[config.mk]
export PLATFORM = sky130hd
export DESIGN_NAME = mem_arbiter
export DESIGN_NICKNAME = d
export VERILOG_FILES = /design/src/rtl/mem_arbiter.sv
export SDC_FILE = /design/constraint.sdc
export NUM_CORES = 1
export LEC_CHECK = 0
export BUFFER_PORTS_ARGS = -buffer_cell sky130_fd_sc_hd__buf_2
export CORE_AREA = 2 2 285 287
export DETAILED_ROUTE_END_ITERATION = 8
export DIE_AREA = 0 0 287 289
export PLACE_DENSITY_LB_ADDON = 0.15
export RECOVER_POWER = 100
export SLEW_MARGIN = 20
export SYNTH_ARGS = -nofsm -noshare
export SYNTH_HDL_FRONTEND = slang
export SYNTH_SLANG_ARGS = --single-unit
[constraint.sdc]
create_clock -name clk -period 24 [get_ports clk]
set_clock_uncertainty 0.05 [all_clocks]
set_input_delay 4.8 -clock clk [delete_from_list [all_inputs] [get_ports clk]]
set_output_delay 4.8 -clock clk [all_outputs]
set_load 0.02 [all_outputs]
[src/rtl/mem_arbiter.sv]
// mem_arbiter: shares one line-wide data memory between the iCache and the dCache.
// One transaction is granted at a time. Command, address and write data stay
// stable until memReady. The line then returns with a one-cycle ready pulse.
module mem_arbiter #(
   parameter int LINE_ADDR_W = 30,
   parameter int LINE_W      = 128,
   parameter int TIMEOUT     = 64
) (
   input  logic                   clk,
   input  logic                   rst,
   input  logic                   iRead,
   input  logic [LINE_ADDR_W-1:0] iAddr,
   output logic [LINE_W-1:0]      iLine,
   output logic                   iReady,
   input  logic                   dRead,
   input  logic                   dWrite,
   input  logic [LINE_ADDR_W-1:0] dAddr,
   input  logic [LINE_W-1:0]      dWriteLine,
   output logic [LINE_W-1:0]      dLine,
   output logic                   dReady,
   output logic [LINE_ADDR_W-1:0] memAddr,
   output logic [LINE_W-1:0]      memWriteLine,
   output logic                   memRead,
   output logic                   memWrite,
   input  logic [LINE_W-1:0]      memLine,
   input  logic                   memReady,
   output logic                   memError
);

   localparam int CNT_W = $clog2(TIMEOUT + 1);
   localparam logic [CNT_W-1:0] CNT_LAST = CNT_W'(TIMEOUT - 1);
   localparam logic [CNT_W-1:0] CNT_MAX  = CNT_W'(TIMEOUT);

   typedef enum logic [1:0] {
      IDLE = 2'd0,
      MEM  = 2'd1,
      RESP = 2'd2
   } state_t;

   state_t           state;
   state_t           state_next;
   logic             last_d;     // previous grant went to the dCache
   logic             grant_d;    // current transaction belongs to the dCache
   logic             op_write;   // current transaction is a write-back
   logic             any_req;
   logic             pick_d;
   logic [CNT_W-1:0] wait_cnt;

   // Arbitration: the dCache wins unless it won last time and the iCache is waiting
   always_comb begin
      any_req = iRead | dRead | dWrite;
      pick_d  = (dRead | dWrite) & ~(last_d & iRead);
   end

   // Next-state and command/ready outputs, decoded from the current state
   always_comb begin
      state_next = state;
      memRead    = 1'b0;
      memWrite   = 1'b0;
      iReady     = 1'b0;
      dReady     = 1'b0;
      case (state)
         IDLE: begin
            if (any_req) state_next = MEM;
         end
         MEM: begin
            memRead  = ~op_write;
            memWrite = op_write;
            if (memReady) state_next = RESP;
         end
         RESP: begin
            iReady     = ~grant_d;
            dReady     = grant_d;
            state_next = IDLE;
         end
         default: state_next = IDLE;
      endcase
   end

   // State register
   always_ff @(posedge clk or posedge rst) begin
      if (rst) state <= IDLE;
      else     state <= state_next;
   end

   // Capture the winner, its operation, address and write data at grant time
   always_ff @(posedge clk or posedge rst) begin
      if (rst) begin
         last_d       <= 1'b0;
         grant_d      <= 1'b0;
         op_write     <= 1'b0;
         memAddr      <= '0;
         memWriteLine <= '0;
      end else if (state == IDLE && any_req) begin
         last_d  <= pick_d;
         grant_d <= pick_d;
         if (pick_d) begin
            // a pending write-back goes ahead of a fill; the fill waits for a later grant
            op_write     <= dWrite;
            memAddr      <= dAddr;
            memWriteLine <= dWriteLine;
         end else begin
            op_write     <= 1'b0;
            memAddr      <= iAddr;
            memWriteLine <= '0;
         end
      end
   end

   // Wait counter and sticky timeout flag; the transaction keeps waiting after timeout
   always_ff @(posedge clk or posedge rst) begin
      if (rst) begin
         wait_cnt <= '0;
         memError <= 1'b0;
      end else if (state == IDLE) begin
         wait_cnt <= '0;
      end else if (state == MEM) begin
         if (wait_cnt != CNT_MAX) wait_cnt <= wait_cnt + CNT_W'(1);
         if (wait_cnt == CNT_LAST) memError <= 1'b1;
      end
   end

   // Response registers: loaded on read completion, held until the next read
   always_ff @(posedge clk or posedge rst) begin
      if (rst) begin
         iLine <= '0;
         dLine <= '0;
      end else if (state == MEM && memReady && !op_write) begin
         if (grant_d) dLine <= memLine;
         else         iLine <= memLine;
      end
   end

endmodule

==> metrics.txt <==
Remaining DRCs=0; final setup vio count=0; adder-cell share of the synthesized area=0.1442%; Post-Synth Simple-Gate Area=3.655%; max-cap violations=11; largest net degree at the start of global routing=149; TritonCTS clock tree=yes; actual slew at the worst max-slew pin=4663 ps; Yosys cell types=34; cell with the most instances after synthesis=dfrtp_1; largest family of logic cells by synthesized area=multiplexers; Main synth FF type=dfrtp_1; Hold-fix buffers, CTS=0; fin. max-slew vios=692; Area contributors post-synth=dfrtp_1, mux2_2, mux2i_1, inv_1, nand2_1; Period minus WS final=13100 ps; final net count=2308; status=finished, violations left; Synth Area in Compound Gates=0.5911%; Crit path required time=24240 ps; TNS Setup=0 ps; CP Max Fanout=57; Clock Sinks=426; WP data arrival=13350 ps; register bit total from synthesis=426; worst-skew pair later-pin latency=590 ps; routability congestion estimate from global placement=0.8054; Synth Cell Area=0.01736 mm2; xor and xnor area share after synthesis=0%; final hold violations=0; drt initial violations=332; final WL=54380 um; failing checks=capacitance limit, slew limit; Peak VDD IR=49.95 uV; Area Growth Syn to Fin=33.22%; CTS Buf Count=51; Horiz. Die Dim=287 um; sequential element share of the synthesized area=61.41%; Via density=3.949; worst reg-to-reg path cell count=4; final hold slack=427.7 ps; Setup CP Type=in2reg; I/O Pins=741; Yosys warning count=0; Yosys top cell by area=dfrtp_1; GR Util All Layers=12.48%; Worst-path clk slew=60 ps; drt first pass iters=4; post-synthesis mux area share=28.06%; Layout Cells excl Fill=3082; layout cell share with drive strength beyond 1=35.91%; Die Span Y=289 um; Port Buffers=740; n_diodes=0; row count=104; Slew HR=-212.5%; Setup crit end kind=flop; first-pass GRT wire length=79920 um; Max Buffers Root-to-Sink=3; Synth Net Count=1567; Routed Antenna Nets=0; cells after synthesis=1243; Resize count post-CTS=0; part of the cycle the worst path needs=54.60%; top cell type's share of synthesized area=61.41%; Power Density=152.0 mW/mm2; RSZ-0062 raised after global routing=no; asr flop ratio synth=100.0%; # placed instances=2991; antenna violations before repair=9; routed len/inst=17.64 um; Peak Freq=76.31 MHz; GRT Residual Overflow=0; DR vias=12170; Critical Path Start Type=input port; CTS HTree Levels=2; HP Class=reg2reg; Hold Path Stages=1; most frequent cells after synthesis=dfrtp_1, mux2_2, inv_1, nand2_1, mux2i_1; Die Area=0.08294 mm2; root buffer cell=clkbuf_16; EDFF count, synth=0; P_leak=0.01089 uW; Post-CTS Setup Repair Bufs=0; vias in the first global route=12880; hpwl dp=39480 um; core area=0.07990 mm2; Avg Cell Area, Syn=13.96 um2; Starting Density=21.73%
-- layout make-up --
type | instances | area [um2]
fill | 8526 | 56770
sequential | 426 | 10660
multi-input combinational | 617 | 5638
timing repair buffer | 753 | 3249
clock buffer | 75 | 1538
tap | 1060 | 1326
inverter | 135 | 508.0
clock inverter | 16 | 203.9
-- critical path, stage by stage --
cell,delay (ps)
clkbuf_1,110
nor3_1,190
or3_1,2050
clkbuf_1,2680
clkbuf_1,3040
mux2i_1,340
-- through the flow --
step	setup WS, ps	cell area [um2]	power (uW)	utilization, %
after floorplan	7288	17360	2247	-
after global placement	15910	21970	2785	27.50
after detailed placement	15850	21970	2806	27.50
after CTS	16500	23710	3631	29.68
after global routing	9271	23120	3739	28.94
final	10900	23120	3514	28.94
-- logic make-up (layout without fill, tap and decap cells) --
logic type / Yosys count / count (layout)
compound gates: 14 / 14
fa+ha+maj: 2 / 2
buf+inv: 200 / 979
simple gates: 154 / 154
mux: 447 / 447
flops: 426 / 426
-- report_power, final --
part / switching, uW / internal, uW / total [uW]
combinational: 918 / 553 / 1470
sequential: 181 / 1060 / 1240
clock: 314 / 485 / 799
total: 1410 / 2100 / 3510
-- state kept, by name, summed over array words and instances (netlist names) --
signal	cells
memWriteLine	128
state	2
grant_d	1
op_write	1
dLine	128
memError	1
iLine	128
memAddr	30
wait_cnt	7
-- cell usage in the layout, fill, tap and decap left out, drive strengths merged, types with 2 or more instances in the layout --
cell type | netlist | layout
nand3 | 3 | 3
nand2b | 3 | 3
o21ai | 3 | 3
nor4 | 2 | 2
clkinv | 0 | 8
o22ai | 3 | 3
nor2b | 2 | 2
mux2 | 317 | 317
bufinv | 0 | 4
ha | 2 | 2
nand2 | 133 | 133
buf | 64 | 322
nor2 | 2 | 2
a21oi | 2 | 2
clkbuf | 1 | 506
dfrtp | 426 | 426
mux2i | 130 | 130
inv | 135 | 136
clkinvlp | 0 | 3
-- path summary, 6_finish.rpt --
kind / startpoint / end / slack (ps)
min reg2reg: memError / memError / 430
max in group asynchronous: rst / dLine[53] / 11220
max: dRead / memWriteLine[47] / 10900
min: memError / memError / 430
max reg2reg: state[0] / memWriteLine[47] / 14830
min in group asynchronous: rst / memWriteLine[73] / 5580
-- per-layer routing --
| metal | global-route usage (%) | vias up | wire, um |
|---|---|---|---|
| met4 | 3.529 | 16 | 1258 |
| met5 | 0 | - | 103 |
| met2 | 22.34 | 460 | 27760 |
| li1 | - | 5612 | - |
| met3 | 5.165 | 91 | 5313 |
| met1 | 13.46 | 5992 | 19940 |
(Power assumes the default switching activity.)
